--- src/rtl/router_pkg.sv ---
// Shared router definitions: check modes, default widths, address decode.
package router_pkg;

    localparam int CHK_XOR = 0;
    localparam int CHK_SUM = 1;

    localparam int DEF_DATA_W = 8;
    localparam int DEF_ADDR_W = 2;

    // The all-ones address is reserved and never routed.
    function automatic logic addr_invalid(
        input logic [31:0] addr,
        input int unsigned w
    );
        logic [31:0] mask;
        mask = (32'd1 << w) - 32'd1;
        return (addr & mask) == mask;
    endfunction

endpackage

--- src/rtl/router_chk_acc.sv ---
// Packet check accumulator: XOR parity or modular sum.
module router_chk_acc
    import router_pkg::*;
#(
    parameter int W    = DEF_DATA_W,
    parameter int MODE = CHK_XOR
) (
    input  logic         clk,
    input  logic         reset,
    input  logic         clr,
    input  logic         en,
    input  logic [W-1:0] din,
    output logic [W-1:0] acc
);

    logic [W-1:0] nxt;

    assign nxt = (MODE == CHK_SUM) ? acc + din : acc ^ din;

    always_ff @(posedge clk or negedge reset) begin
        if (!reset) begin
            acc <= '0;
        end else if (clr) begin
            acc <= '0;
        end else if (en) begin
            acc <= nxt;
        end
    end

endmodule

--- src/rtl/router_reg_param.sv ---
// Router packet register stage: header latch, byte forwarding with
// full-FIFO hold, check accumulation and length checking.
module router_reg_param
    import router_pkg::*;
#(
    parameter int DATA_W   = DEF_DATA_W,
    parameter int ADDR_W   = DEF_ADDR_W,
    parameter int LEN_W    = DATA_W - ADDR_W,
    parameter int CHK_MODE = CHK_XOR
) (
    input  logic              clk,
    input  logic              reset,
    input  logic              pkt_valid,
    input  logic [DATA_W-1:0] data_in,
    input  logic              fifo_full,
    input  logic              rst_int_reg,
    input  logic              detect_add,
    input  logic              ld_state,
    input  logic              laf_state,
    input  logic              full_state,
    input  logic              lfd_state,
    output logic [DATA_W-1:0] dout,
    output logic              parity_done,
    output logic              low_pkt_valid,
    output logic              error,
    output logic              len_err,
    output logic [LEN_W-1:0]  pkt_len
);

    logic [DATA_W-1:0] header_byte;
    logic [DATA_W-1:0] hold_byte;
    logic [DATA_W-1:0] pkt_chk;
    logic [DATA_W-1:0] acc;
    logic [DATA_W-1:0] acc_din;
    logic [DATA_W-1:0] chk_now;
    logic [LEN_W:0]    count;
    logic              hdr_ok;
    logic              pay_en;
    logic              acc_en;
    logic              chk_cycle;
    logic              set_pd;

    assign hdr_ok = detect_add & pkt_valid &
        ~addr_invalid(32'(data_in[ADDR_W-1:0]), ADDR_W);

    assign pay_en    = ld_state & pkt_valid & ~full_state;
    assign acc_en    = lfd_state | pay_en;
    assign acc_din   = lfd_state ? header_byte : data_in;
    assign chk_cycle = ld_state & ~pkt_valid;

    // Compare against the check byte arriving this cycle, not last one.
    assign chk_now = chk_cycle ? data_in : pkt_chk;

    assign set_pd = ~parity_done &
        ((ld_state & ~fifo_full & ~pkt_valid) |
         (laf_state & low_pkt_valid));

    router_chk_acc #(
        .W    (DATA_W),
        .MODE (CHK_MODE)
    ) u_acc (
        .clk   (clk),
        .reset (reset),
        .clr   (detect_add),
        .en    (acc_en),
        .din   (acc_din),
        .acc   (acc)
    );

    always_ff @(posedge clk or negedge reset) begin
        if (!reset) begin
            header_byte   <= '0;
            hold_byte     <= '0;
            pkt_chk       <= '0;
            count         <= '0;
            dout          <= '0;
            parity_done   <= 1'b0;
            low_pkt_valid <= 1'b0;
            error         <= 1'b0;
            len_err       <= 1'b0;
            pkt_len       <= '0;
        end else begin
            if (hdr_ok) begin
                header_byte <= data_in;
                pkt_len     <= data_in[DATA_W-1:ADDR_W];
            end

            if (lfd_state) begin
                dout <= header_byte;
            end else if (ld_state && !fifo_full) begin
                dout <= data_in;
            end else if (ld_state) begin
                hold_byte <= data_in;
            end else if (laf_state) begin
                dout <= hold_byte;
            end

            if (chk_cycle) begin
                pkt_chk <= data_in;
            end

            if (rst_int_reg) begin
                low_pkt_valid <= 1'b0;
            end else if (chk_cycle) begin
                low_pkt_valid <= 1'b1;
            end

            if (detect_add) begin
                count       <= '0;
                parity_done <= 1'b0;
                error       <= 1'b0;
                len_err     <= 1'b0;
            end else begin
                if (pay_en && count != '1) begin
                    count <= count + (LEN_W+1)'(1);
                end
                if (set_pd) begin
                    parity_done <= 1'b1;
                    error       <= (acc != chk_now);
                    len_err     <= (count != {1'b0, pkt_len});
                end
            end
        end
    end

endmodule

--- config.mk ---
export PLATFORM = sky130hd
export DESIGN_NAME = router_reg_param
export DESIGN_NICKNAME = d
export VERILOG_FILES = /design/src/rtl/router_pkg.sv /design/src/rtl/router_chk_acc.sv /design/src/rtl/router_reg_param.sv
export SDC_FILE = /design/constraint.sdc
export NUM_CORES = 1
export LEC_CHECK = 0
export CAP_MARGIN = 15
export CELL_PAD_IN_SITES_DETAIL_PLACEMENT = 0
export CELL_PAD_IN_SITES_GLOBAL_PLACEMENT = 1
export CORE_ASPECT_RATIO = 1.1
export CORE_MARGIN = 5
export CORE_UTILIZATION = 46
export DETAILED_ROUTE_END_ITERATION = 8
export MAX_ROUTING_LAYER = met4
export PLACE_DENSITY_LB_ADDON = 0.1
export SLEW_MARGIN = 40
export SYNTH_ARGS = -nofsm -noshare
export SYNTH_HDL_FRONTEND = slang
export SYNTH_SLANG_ARGS = --single-unit
--- constraint.sdc ---
create_clock -name clk -period 3 [get_ports clk]
set_input_delay 0.75 -clock clk [delete_from_list [all_inputs] [get_ports clk]]
set_output_delay 0.75 -clock clk [all_outputs]
set_load 0.05 [all_outputs]
## Yosys cells after proc, flatten, opt, wreduce, memory -nomap -nowiden

Index checks and enable logic that the tools add are counted.

| word-level totals | value |
|---|---|
| register bits after elaboration | 57 |
| bits of input ports | 18 |
| output and inout bits | 18 |

| operators by class | value |
|---|---|
| $add $sub $neg | 1 |
| equality and inequality tests | 5 |
| mux-type cells | 18 |
| bitwise logic cells | 19 |
| reductions and logical operators | 10 |

Operator list:

| kind | number |
|---|---|
| $mux 8 | 8 |
| $mux 7 | 2 |
| $and 1x1->1 | 9 |
| $mux 1 | 8 |
| $ne 8x8->1 | 1 |
| $reduce_bool 2->1 | 4 |
| $xor 8x8->8 | 1 |
| $add 7x1->7 const B | 1 |
| $ne 7x6->1 | 1 |
| $ne 7x7->1 const B | 1 |
| $not 1->1 | 7 |
| $ne 3x1->1 const B | 1 |
| $reduce_and 3->1 | 1 |
| $reduce_bool 3->1 | 1 |
| $eq 2x2->1 const B | 1 |
| $logic_and 1x1->1 | 2 |
| $or 1x1->1 | 2 |
| $reduce_and 2->1 | 1 |
| $logic_not 1->1 | 1 |

## Logic depth before layout (Yosys ltp)

| depth | value |
|---|---|
| word-level depth | 7 |
| depth in mapped cells | 6 |
| mapped depth without buffers | 6 |

## Hierarchy

A second synthesis with hierarchy kept.

| unflattened totals | value |
|---|---|
| cells, all modules | 274 |
| area, all modules | 2631.3 sq um |

By module, submodules not included:

| module | times used | cells each | area each (sq um) | sequential area each (sq um) |
|---|---|---|---|---|
| router_reg_param | 1 | 239 | 2224.6 | 1076.0 |
| router_chk_acc | 1 | 35 | 406.6 | 200.2 |

## Least setup slack after synthesis

OpenSTA, ideal clock, no wires.

| timing | value |
|---|---|
| kind | input port to flip-flop |
| start | in fifo_full |
| end | reg dout[0] |
| setup time | 125 ps |
| arrival | 1594 ps |
| data required time | 2875 ps |
| setup slack | 1282 ps |
| cell stages on the path | 4 |
| path through | nand2b_2 -> o21ai_0 -> nor2_2 -> mux2_2 |

| on the way | value |
|---|---|
| cells in the longest elaborated chain, start to end | 4 |
| elaborated cells between the ends (all ways) | 7 |

Ends and longest elaborated chain:

| what | RTL line | RTL |
|---|---|---|
| start, declared | router_reg_param.sv:15 | `input logic fifo_full,` |
| $logic_not 1->1 * | router_reg_param.sv:90 | `end else if (ld_state && !fifo_full) begin` |
| $logic_and 1x1->1 * | router_reg_param.sv:90 |  |
| $ne 3x1->1 (no line), or another cell as far along | -- |  |
| $reduce_and 2->1 (no line) / $mux 8 (equally long branches) | -- |  |
| end signal, assigned | router_reg_param.sv:89 | `dout <= header_byte;` |
| end signal, assigned | router_reg_param.sv:91 | `dout <= data_in;` |
| end signal, assigned | router_reg_param.sv:95 | `dout <= hold_byte;` |
| end, declared | router_reg_param.sv:22 | `output logic [DATA_W-1:0] dout,` |

Every way passes the cells marked *; elsewhere a longest branch is shown, timed or not.
A chain may end at the register's enable or synchronous reset.

## Worst setup path in the final report

| timing | value |
|---|---|
| start | reg pkt_len[2] |
| end | out pkt_len[2] |

RTL lines:

| what | RTL line | RTL |
|---|---|---|
| start, declared | router_reg_param.sv:27 | `output logic [LEN_W-1:0] pkt_len` |
| start signal, assigned | router_reg_param.sv:85 | `pkt_len <= data_in[DATA_W-1:ADDR_W];` |

No word-level cell between the ends.

==> metrics <==
status completed; Yosys reg bits between 50 and 60; CTS tree yes; Ant. Diodes 0; Clock Path Buffers 2; vias approximately 1900; Finished Layout Cells 367; final wirelength about 5.8 mm; post-CTS setup buffers 0; area grow syn2layout 19.52%; later-pin clock latency in the skew report 0.31 ns; starting DRC count in detailed routing 109; CP max-delay cell clkdlybuf4s50_1; Starting Density 47.96%; crit path launch type register; setup TNS 0 ns; CP endpoint kind output pin; Hold-fix buffers, CTS 0; routability cong. 0.9022; CTS sink cnt 51; Largest delay share family, worst path buffers and inverters; synth warn 0; Ports 36; share of layout cells above drive strength 1 13.70%; endpoints failing setup 0; Arr. time, crit path between 1.5 and 2 ns; H-tree levels 2; cts repair resizes 0; placed cells 359; Detail Placement HPWL 4.375 mm; VDD IR max 0.3370 mV; Seq/Total Area, Yosys 48.69%; Hold WC Path Type register to register; Fill cells 503; ys flop type dfrtp_1; core footprint 0.005465 mm^2; DR WL/cell 15.83 um; mapped cell area 0.002621 mm^2; mean post-synth cell area 10.16 um^2; Mapped Cells 258; Global Route Usage Sum 18.37%; minimum hold slack 0.4970 ns; PwrDens 600.6 mW/mm^2; CTS buffer count 5; initial antenna violation count 0; Worst Path Max Fanout 4; DRC Markers 0; f_max 0.4233 GHz; Tcrit/Tclk final 78.74%; WP data required 2.25 ns; Root Driver clkbuf_8; vias in the first global route 1956; asr flop ratio synth 100.0%; Max Clock Skew roughly 0.012 ns; DR pass1 iterations 4; post-DR vias/cell 5.196; number of nets at the end of the flow 310; Hold Violations, Final 0; Syn Nets 277; antenna-violating nets left 0; WP buf/inv 1; Static Leak 1.423 nW; final worst slack 0.6377 ns; slowest stage delay, CP between 0.8 and 0.9 ns; Post-synth EDFFs 0; worst-margin pin slew 0.6403 ns; number of core rows 28; Slew Viols, Final 0; relative slew slack 57.31%; die width around 82 um; die span in y 89.17 um; global-route wire length before repair 9.832 mm; Die ar. 0.007310 mm^2; Port Buf Inserts 35; worst path cell trace clkdlybuf4s50_1; CP Class register to output pin; distinct cell type count of the synthesized netlist 45; dpl ws ~0.6 ns; Tmin final 2.362 ns; pin count of the biggest net entering global routing 52; max-cap check violation count 0; RSZ-0062 raised after global routing false; grt total ovfl 0; Clock transition at path regs 0.10 ns
==> Yosys cell counts, drive strengths merged, types with 2 or more instances <==
cell / instances / area share, %
a21boi: 8 / 2.3
a21oi: 5 / 0.95
a2bb2oi: 2 / 0.67
a32oi: 2 / 0.67
a41oi: 2 / 1.4
and3: 3 / 0.72
buf: 14 / 3.4
clkbuf: 2 / 0.29
dfrtp: 51 / 49
inv: 9 / 1.3
mux2: 17 / 7.3
mux2i: 6 / 2.3
nand2: 34 / 4.9
nand2b: 3 / 0.81
nand3: 2 / 0.38
nand3b: 3 / 1.0
nand4: 2 / 0.48
nor2: 32 / 4.7
o21ai: 19 / 3.6
o221ai: 3 / 1.0
xnor2: 5 / 1.7
xor2: 19 / 6.3
==> worst register-to-register path, cell delays in order, from the launching register on <==
cell and delay, ns:
dfrtp_1 0.45, ha_1 0.24, and3_1 0.24, a41oi_4 0.34
nand4_1 0.15, xor2_1 0.15, nor2_1 0.05
==> kinds of logic after synthesis <==
group | share of synthesized area (%)
adder cells (fa/ha/maj) | 0.4773
flip-flops | 48.69
multiplexers | 9.594
buffers and inverters | 4.964
AND/OR/NAND/NOR | 14.42
XOR/XNOR | 8.019
AO/OA/AOI/OAI | 13.84
==> per-layer routing <==
layer	global-route usage (%)	vias to the layer above	routed length [um]	part of all wire, %
met2	29.98	44	2756	47
met1	23.75	917	2732	47
li1	-	940	-	-
met5	-	-	0	0
met4	4.079	0	59	1.0
met3	3.528	6	262	4.5
==> per-stage QoR <==
| step | instance area, um^2 | util (%) | total power [W] |
|---|---|---|---|
| 2_1_floorplan | 2621 | - | 0.001231 |
| 3_3_place_gp | 3017 | 55.20 | 0.001398 |
| 3_5_place_dp | 3017 | 55.20 | 0.001403 |
| 4_1_cts | 3133 | 57.33 | 0.001900 |
| 5_1_grt | 3133 | 57.33 | 0.001980 |
| 6_report | 3133 | 57.33 | 0.001882 |
==> flip-flops by register name (all words and copies together), names as in the netlist <==
signal and cells:
pkt_len 6, parity_done 1, hold_byte 8, pkt_chk 8, len_err 1, low_pkt_valid 1, count 7, dout 8
u_acc.acc 8, error 1, header_byte 2
==> cell type report <==
| type | count | area (um^2) | area share, % |
|---|---|---|---|
| clock buffer | 5 | 68.82 | 2.196 |
| clock inverter | 3 | 47.55 | 1.518 |
| inverter | 9 | 33.78 | 1.078 |
| multi-input combinational | 182 | 1215 | 38.78 |
| sequential | 51 | 1276 | 40.73 |
| tap | 75 | 93.84 | 2.995 |
| timing repair buffer | 42 | 397.9 | 12.70 |
==> cell usage in the layout, fill, tap and decap left out, types with 2 or more instances in the layout <==
master and count:
dfrtp_1 51, nand2_1 34, clkdlybuf4s50_1 34, nor2_1 31
xor2_1 19, o21ai_0 17, mux2_2 17, inv_1 9
buf_4 7, mux2i_1 6, a21boi_0 6, a21oi_1 5
xnor2_1 5, clkbuf_8 5, and3_1 3, o221ai_1 3
nand2b_1 2, nand3b_1 2, o21ai_1 2, a2bb2oi_1 2
nand4_1 2, nand3_1 2, a32oi_1 2, a21boi_1 2
==> final timing paths <==
path	from	end	slack (ns)	cells after the start
worst max-delay path	pkt_len[2]	pkt_len[2]	0.64	1
worst min-delay path	hold_byte[6]	hold_byte[6]	0.50	2
worst max register to register	count[0]	count[5]	1.28	6
worst min register to register	hold_byte[6]	hold_byte[6]	0.50	2
max in group asynchronous	reset	len_err	2.03	2
min in group asynchronous	reset	count[2]	0.54	2
==> where the power goes <==
group	internal (W)	switching, W	leakage, nW
Clock	0.000253	0.000242	0.0587
Sequential	0.000780	0.0000741	0.646
Combinational	0.000218	0.000314	0.718
Total	0.00125	0.000630	1.42
Power figures use the tool's default switching activity.
